**config.mk**
```make
export PLATFORM = sky130hd
export DESIGN_NAME = sync_timing_generator
export DESIGN_NICKNAME = d
export VERILOG_FILES = /design/src/rtl/sync_timing_generator.sv
export SDC_FILE = /design/constraint.sdc
export NUM_CORES = 1
export LEC_CHECK = 0
export CORE_MARGIN = 1.5
export CORE_UTILIZATION = 24
export CTS_CLUSTER_DIAMETER = 30
export DETAILED_ROUTE_END_ITERATION = 12
export GPL_ROUTABILITY_DRIVEN = 0
export SYNTH_ARGS = -nofsm -noshare
export SYNTH_HDL_FRONTEND = slang
export SYNTH_SLANG_ARGS = --single-unit
```
**constraint.sdc**
```tcl
create_clock -name control_clock -period 1.9 [get_ports control_clock]
set_input_delay 0.285 -clock control_clock [delete_from_list [all_inputs] [get_ports control_clock]]
set_output_delay 0.285 -clock control_clock [all_outputs]
set_load 0.1 [all_outputs]
```
**src/rtl/sync_timing_generator.sv**
```systemverilog
// Single-axis video timing generator: position counter swept through active/front/sync/back phases.
// Latency: counter, phase, sync and display_enable registered together (zero skew); wrap is combinational.
// Backpressure: none; enable low freezes every register and forces wrap low.
module sync_timing_generator #(
  parameter int COUNTER_WIDTH = 11,
  parameter int ACTIVE        = 640,
  parameter int FRONT_PORCH   = 16,
  parameter int SYNC_WIDTH    = 96,
  parameter int BACK_PORCH    = 48,
  parameter bit SYNC_POLARITY = 1'b0
) (
  input  logic                     control_clock,
  input  logic                     reset_n,
  input  logic                     enable,
  output logic [COUNTER_WIDTH-1:0] counter_out,
  output logic                     sync,
  output logic                     display_enable,
  output logic [1:0]               phase,
  output logic                     wrap
);

  localparam int TOTAL     = ACTIVE + FRONT_PORCH + SYNC_WIDTH + BACK_PORCH;
  localparam int SYNC_START = ACTIVE + FRONT_PORCH;
  localparam int SYNC_END   = SYNC_START + SYNC_WIDTH;

  // Last position of each phase; a zero-length phase is never entered so its
  // boundary value is harmless even when it coincides with a neighbour's.
  localparam logic [COUNTER_WIDTH-1:0] LAST_ACTIVE = COUNTER_WIDTH'(ACTIVE - 1);
  localparam logic [COUNTER_WIDTH-1:0] LAST_FRONT  = COUNTER_WIDTH'(SYNC_START - 1);
  localparam logic [COUNTER_WIDTH-1:0] LAST_SYNC   = COUNTER_WIDTH'(SYNC_END - 1);
  localparam logic [COUNTER_WIDTH-1:0] LAST_POS    = COUNTER_WIDTH'(TOTAL - 1);

  // Reject timings the counter cannot represent or that have no active/sync region.
  if ((longint'(TOTAL) > (longint'(1) << COUNTER_WIDTH)) || (ACTIVE < 1) || (SYNC_WIDTH < 1) ||
      (FRONT_PORCH < 0) || (BACK_PORCH < 0)) begin : g_param_check
    $error("sync_timing_generator: illegal timing parameters");
  end

  typedef enum logic [1:0] {
    PH_ACTIVE = 2'd0,
    PH_FRONT  = 2'd1,
    PH_SYNC   = 2'd2,
    PH_BACK   = 2'd3
  } phase_t;

  phase_t                     state;
  phase_t                     state_nxt;
  logic [COUNTER_WIDTH-1:0]   count;
  logic [COUNTER_WIDTH-1:0]   count_nxt;

  // Next position and next phase; a phase is left on the edge that leaves its last position.
  always_comb begin
    count_nxt = (count == LAST_POS) ? '0 : count + COUNTER_WIDTH'(1);
    state_nxt = state;
    case (state)
      PH_ACTIVE: if (count == LAST_ACTIVE) state_nxt = (FRONT_PORCH == 0) ? PH_SYNC : PH_FRONT;
      PH_FRONT:  if (count == LAST_FRONT)  state_nxt = PH_SYNC;
      PH_SYNC:   if (count == LAST_SYNC)   state_nxt = (BACK_PORCH == 0) ? PH_ACTIVE : PH_BACK;
      PH_BACK:   if (count == LAST_POS)    state_nxt = PH_ACTIVE;
      default:   state_nxt = PH_ACTIVE;
    endcase
  end

  // Counter, phase and the phase-decoded outputs all advance on the same enabled edge.
  always_ff @(posedge control_clock or negedge reset_n) begin
    if (!reset_n) begin
      count          <= '0;
      state          <= PH_ACTIVE;
      sync           <= ~SYNC_POLARITY;
      display_enable <= 1'b1;
    end else if (enable) begin
      count          <= count_nxt;
      state          <= state_nxt;
      sync           <= (state_nxt == PH_SYNC) ? SYNC_POLARITY : ~SYNC_POLARITY;
      display_enable <= (state_nxt == PH_ACTIVE);
    end
  end

  assign counter_out = count;
  assign phase       = state;
  // Gated by the count, so it stays low during reset even with enable high.
  assign wrap        = enable & (count == LAST_POS);

endmodule

```
==> impl_metrics.yaml, run 1 <==
global_routing:
  track_usage: 0.118
  grt_pass1_vias: 773
  grt.overflow.total: 0
  grt_pass1_wl_um: 3550
  grt_max_degree: 16
  antenna_found_initial: 0
routing:
  drt_iter0_drc: 23
  wl_um: 2150
  dr.pass1.iters: 4
  via_per_inst: 4.77
  vias: 802
  postRouteAntennaNets: 0
  drc: 0
  wire_per_inst_um: 12.8
synthesis:
  seq_area_frac_synth: 0.450
  avgSynthCellArea_um2: 9.88
  ys_warn_count: 0
  ys_types: 35
  syn-num-nets: 89
  syn_inst: 85
  ys_ff_latch: 15
  synthesis.area_um2: 840
die:
  die_h_um: 62.1
  design.core.area_mm2: 0.00334
  fp.dieArea_mm2: 0.00386
  fp.dieW_um: 62.1
  placement_rows: 21
  pin_count: 19
  initial_core_util: 0.252
power:
  p_leak_uw: 0.000549
  powerDensity_mw_per_mm2: 1110
  ir_worst_vdd_v: 0.000505
sta:
  fin_skew_ps: 2.79
  worstMarginPinSlew_ps: 310
  post-route-period-util: 1.07
  fmax_mhz: 494
  slew_viol_final: 0
  holdWs_ps: 316
  rsz0062_at_grt: "yes"
  setup_viol_count_final: 1
  setup_ws_ps: -124
  final-hold-violation-count: 0
  slew-limit-headroom: 0.792
  min_period_ps: 2020
outcome:
  status: "finished, violations left"
  violations: "setup timing"
setup_path:
  critical_path_required_ps: 1620
  slowest_delay_ps: 490
  startpoint_type: "flop"
  crit_chain: "or3b_4, nor4_4, buf_12"
  cp.arrival_ps: 1740
  critPathCaptureType: "output port"
  crit_fanout: 2
  worstSetupPathType: "flop to output port"
  worst_path_max_delay_cell: "dfrtp_4"
  cp_top_family: "simple AND/OR/NAND/NOR gates"
  cp_num_buf_inv: 1
layout:
  final_cell_mix: "21 x buf_4, 10 x buf_12, 8 x nand2_1, 8 x dfrtp_4, 7 x nor2_1"
  synthToLayoutAreaGrowth_pct: 64.2
  fin_util: 0.413
  diodes: 0
  finalNetCount: 127
  final_area_mm2: 0.00138
  drive_above_1_share: 0.500
  layout_commonest_cell: "buf_4"
clock_network:
  clk_latency_ps: 280
  clockBufferDepth: 2
  cts_tree: "yes"
  root_buffer: "clkbuf_4"
  cts.clk_slew.worst_paths_ps: 90
  ctsHtreeMaxLevel: 1
  clock-sinks: 15
  cts-buffers-inserted: 3
job:
  cap_viol_max_count: 0
min_path:
  hp-class: "input port to async pin"
placed_design:
  hpwl_um: 1610
  io_buffers: 18
  placed_area_mm2: 0.00127
logic make-up (layout without fill, tap and decap cells):
kind of cell             Yosys count  after routing  synth area share
AND/OR/NAND/NOR                   41             41             0.295
AO/OA/AOI/OAI                     16             16             0.137
multiplexers                       1              1            0.0119
flip-flops                        15             15             0.450
buffers and inverters              4             41            0.0179
adder cells (fa/ha/maj)            1              1            0.0149
XOR/XNOR                           7              7            0.0730
cell usage after synthesis, drive strengths merged:
cell type / instances / share of area
o22a: 1 / 0.010
dfstp: 2 / 0.063
nand4bb: 1 / 0.013
nand3: 4 / 0.024
o2bb2ai: 1 / 0.010
o21ai: 3 / 0.018
a21oi: 3 / 0.018
dfrtp: 13 / 0.39
inv: 3 / 0.013
or4: 1 / 0.0089
nor3: 5 / 0.030
xnor2: 5 / 0.052
mux2i: 1 / 0.012
or3b: 2 / 0.027
nand2: 9 / 0.040
or3: 1 / 0.0075
a41oi: 1 / 0.010
and4b: 1 / 0.013
a22o: 1 / 0.012
nand2b: 2 / 0.015
ha: 1 / 0.015
a31oi: 1 / 0.0075
a21o: 1 / 0.0089
a22oi: 1 / 0.0089
clkbuf: 1 / 0.0045
nand4: 4 / 0.030
a32o: 1 / 0.012
nor4: 1 / 0.025
a31o: 1 / 0.010
xor2: 2 / 0.021
o41ai: 1 / 0.010
nor2: 7 / 0.031
and4bb: 1 / 0.015
and3: 1 / 0.0075
and2: 1 / 0.0075
sequential cells by signal, indices dropped and copies added (netlist names):
signal          cells
display_enable      1
phase               2
counter_out        11
sync                1
where the power goes:
part           switching, uW  leakage [uW]  internal (uW)
registers               79.6      0.000172            403
logic                    582      0.000362            286
clock network            101     0.0000150           81.6
final timing paths:
path	start	to	slack (ps)	cells after the start
setup / recovery	counter_out[7]$_DFFE_PN0P_	wrap	-120	3
hold / removal	reset_n	counter_out[9]$_DFFE_PN0P_	320	2
setup reg to reg	counter_out[7]$_DFFE_PN0P_	counter_out[9]$_DFFE_PN0P_	0	6
hold reg to reg	sync$_DFFE_PN1P_	sync$_DFFE_PN1P_	520	2
max in group asynchronous	reset_n	sync$_DFFE_PN1P_	1340	2
min in group control_clock	sync$_DFFE_PN1P_	sync$_DFFE_PN1P_	520	2
metal layers:
metal  GRT usage  wire [um]  vias up
met5           0          0        -
met4      0.0528         46        0
met3      0.0453        153        7
met2       0.196       1070       32
met1       0.134        877      374
li1            -          -      389
cell type report:
cell class / instances / area (um2)
Sequential cell: 15 / 412
Inverter: 3 / 11.3
Clock buffer: 4 / 26.3
Multi-Input combinational cell: 66 / 483
Fill cell: 319 / 1960
Timing Repair Buffer: 34 / 389
Tap cell: 46 / 57.6
per-stage QoR:
step                      setup slack (ps)  cells  setup TNS, ps  total power (uW)
after detailed placement              84.7    157              0              1330
final                                 -124    168           -124              1530
after global placement                93.9    157              0              1330
after floorplan                       -837     85          -2830              1040
after global routing                  -160    168           -201              1600
after CTS                            -88.1    168           -191              1540
repair_timing:
item	4_1_cts	5_1_grt
endpoints found under the setup margin	1	7
pin swaps	4	6
buffers inserted	7	2
resized for setup	0	6
hold buffers	0	0
No activity file was read; power rests on OpenSTA's default activity.
==> inputs of run 2 (changes only) <==
Settings changed: HOLD_SLACK_MARGIN from default to 0.02.
==> results of run 2 <==
Same layout as run 1: the final DEF is identical, and so are final timing and power.
==> inputs of run 3 (changes only) <==
Settings changed: CORE_MARGIN 1.5 to 2.
==> run 3 against run 2 <==
Against the previous run:
- clock skew grew 1.4 ps
- power grew 0.85%
- utilization grew 0.45 points
- global-route usage grew 1.1 points
- sequential share of layout area shrank 0.32 points
- setup slack gained 29 ps
- count of clock-buffer cells in the layout is the same
- largest cell class unchanged
- combinational power is essentially flat
- clock power grew 3%
- largest power group unchanged
- the run still ends with setup timing left
- non-clock buffer count grew 2
- critical path depth is the same
- die area grew 3.2%
==> impl_metrics.yaml, run 3 (synthesis gave the netlist of run 1 again) <==
outcome:
  status: "finished, violations left"
  violations: "setup timing"
routing:
  postRouteAntennaNets: 0
  wire_per_inst_um: 13.8
  dr.pass1.iters: 4
  drc: 0
  drt_iter0_drc: 26
  via_per_inst: 4.82
  vias: 819
  wl_um: 2340
die:
  placement_rows: 21
  fp.dieW_um: 63.1
  initial_core_util: 0.252
  die_h_um: 63.1
  pin_count: 19
  fp.dieArea_mm2: 0.00399
  design.core.area_mm2: 0.00334
setup_path:
  cp_num_buf_inv: 1
  cp.arrival_ps: 1710
  critPathCaptureType: "output port"
  startpoint_type: "flop"
  crit_fanout: 2
  worst_path_max_delay_cell: "dfrtp_4"
  crit_chain: "or3b_4, nor4_4, buf_12"
  cp_top_family: "simple AND/OR/NAND/NOR gates"
  critical_path_required_ps: 1620
  worstSetupPathType: "flop to output port"
  slowest_delay_ps: 480
clock_network:
  clock-sinks: 15
  cts_tree: "yes"
  cts-buffers-inserted: 3
  cts.clk_slew.worst_paths_ps: 90
  ctsHtreeMaxLevel: 1
  postCtsHoldBufs: 0
  clockBufferDepth: 2
  root_buffer: "clkbuf_4"
  clk_latency_ps: 290
placed_design:
  post-place-cells: 157
  place_ws_ps: 90.7
  io_buffers: 18
  hpwl_um: 1640
global_routing:
  grt_pass1_vias: 823
  antenna_found_initial: 0
  grt_pass1_wl_um: 4000
  grt_max_degree: 16
  track_usage: 0.129
  grt.overflow.total: 0
power:
  intPower_uw: 771
  p_leak_uw: 0.000559
  ir_worst_vdd_v: 0.000528
  p_switching_uw: 775
  p_seq_frac: 0.315
  pwr-share-clk: 0.122
  combPwrFrac: 0.564
  powerDensity_mw_per_mm2: 1110
  switching_share: 0.501
sta:
  post-route-period-util: 1.05
  fin_skew_ps: 4.20
  rsz0062_at_grt: "yes"
  holdWs_ps: 308
  setup_ws_ps: -95.8
  min_period_ps: 2000
  slew-limit-headroom: 0.784
  final-hold-violation-count: 0
  setup_viol_count_final: 1
  worstMarginPinSlew_ps: 322
  fmax_mhz: 501
  slew_viol_final: 0
layout:
  final_cells: 170
  drive_above_1_share: 0.508
  synthToLayoutAreaGrowth_pct: 66.0
  ff_latch_area_um2: 412
  multi_input_area_um2: 483
  layout_commonest_cell: "buf_4"
  fin_util: 0.418
  final_cell_mix: "23 x buf_4, 10 x buf_12, 8 x nand2_1, 8 x dfrtp_4, 7 x nor2_1"
  largest_reg_flops: 11
  diodes: 0
  fill_cells: 341
  finalNetCount: 129
min_path:
  hp-class: "input port to async pin"
job:
  cap_viol_max_count: 0
run 3: cell count changes in the layout (fill, tap and decap cells not counted):
cell	change
buf_4	+2
run 3: per-layer routing:
| layer | vias to the layer above | routed length [um] | global-route usage |
|---|---|---|---|
| met1 | 400 | 1030 | 0.164 |
| met2 | 20 | 1150 | 0.206 |
| met4 | 0 | 36 | 0.0583 |
| li1 | 394 | - | - |
| met3 | 5 | 121 | 0.0304 |
| met5 | - | 0 | 0 |
run 3: path summary, 6_finish.rpt:
kind	startpoint	to	slack [ps]	depth (start not counted)
max reg2reg	counter_out[7]$_DFFE_PN0P_	phase[0]$_DFFE_PN0P_	50	5
max	counter_out[7]$_DFFE_PN0P_	wrap	-100	3
min reg2reg	counter_out[4]$_DFFE_PN0P_	counter_out[4]$_DFFE_PN0P_	520	1
min in group control_clock	counter_out[4]$_DFFE_PN0P_	counter_out[4]$_DFFE_PN0P_	520	1
max in group asynchronous	reset_n	sync$_DFFE_PN1P_	1340	2
min	reset_n	counter_out[9]$_DFFE_PN0P_	310	2
run 3: cell type report:
class                   count  area share
multi-input cells          66       0.346
flip-flops and latches     15       0.295
repair buffers             36       0.290
inverters                   3     0.00808
clock buffers               4      0.0189
well taps                  46      0.0413
run 3: power groups by stage:
stage	sequential [uW]	clock [uW]	combinational, uW
floorplan	906	0	139
global placement	501	0	831
detailed placement	503	0	834
CTS	485	197	868
global route	498	210	913
finish	487	188	871
run 3: per-stage QoR:
stage          area (um2)  setup TNS [ps]  total power [uW]
2_1_floorplan         886           -2830              1040
3_3_place_gp         1270               0              1330
3_5_place_dp         1270               0              1340
4_1_cts              1370           -83.5              1550
5_1_grt              1390            -173              1620
6_report             1390           -95.8              1550
run 3: repair_timing:
item,CTS,global route
setup endpoints to repair,1,3
resized for setup,0,6
cloned,0,0
pin swaps,4,1
buffers inserted,9,0
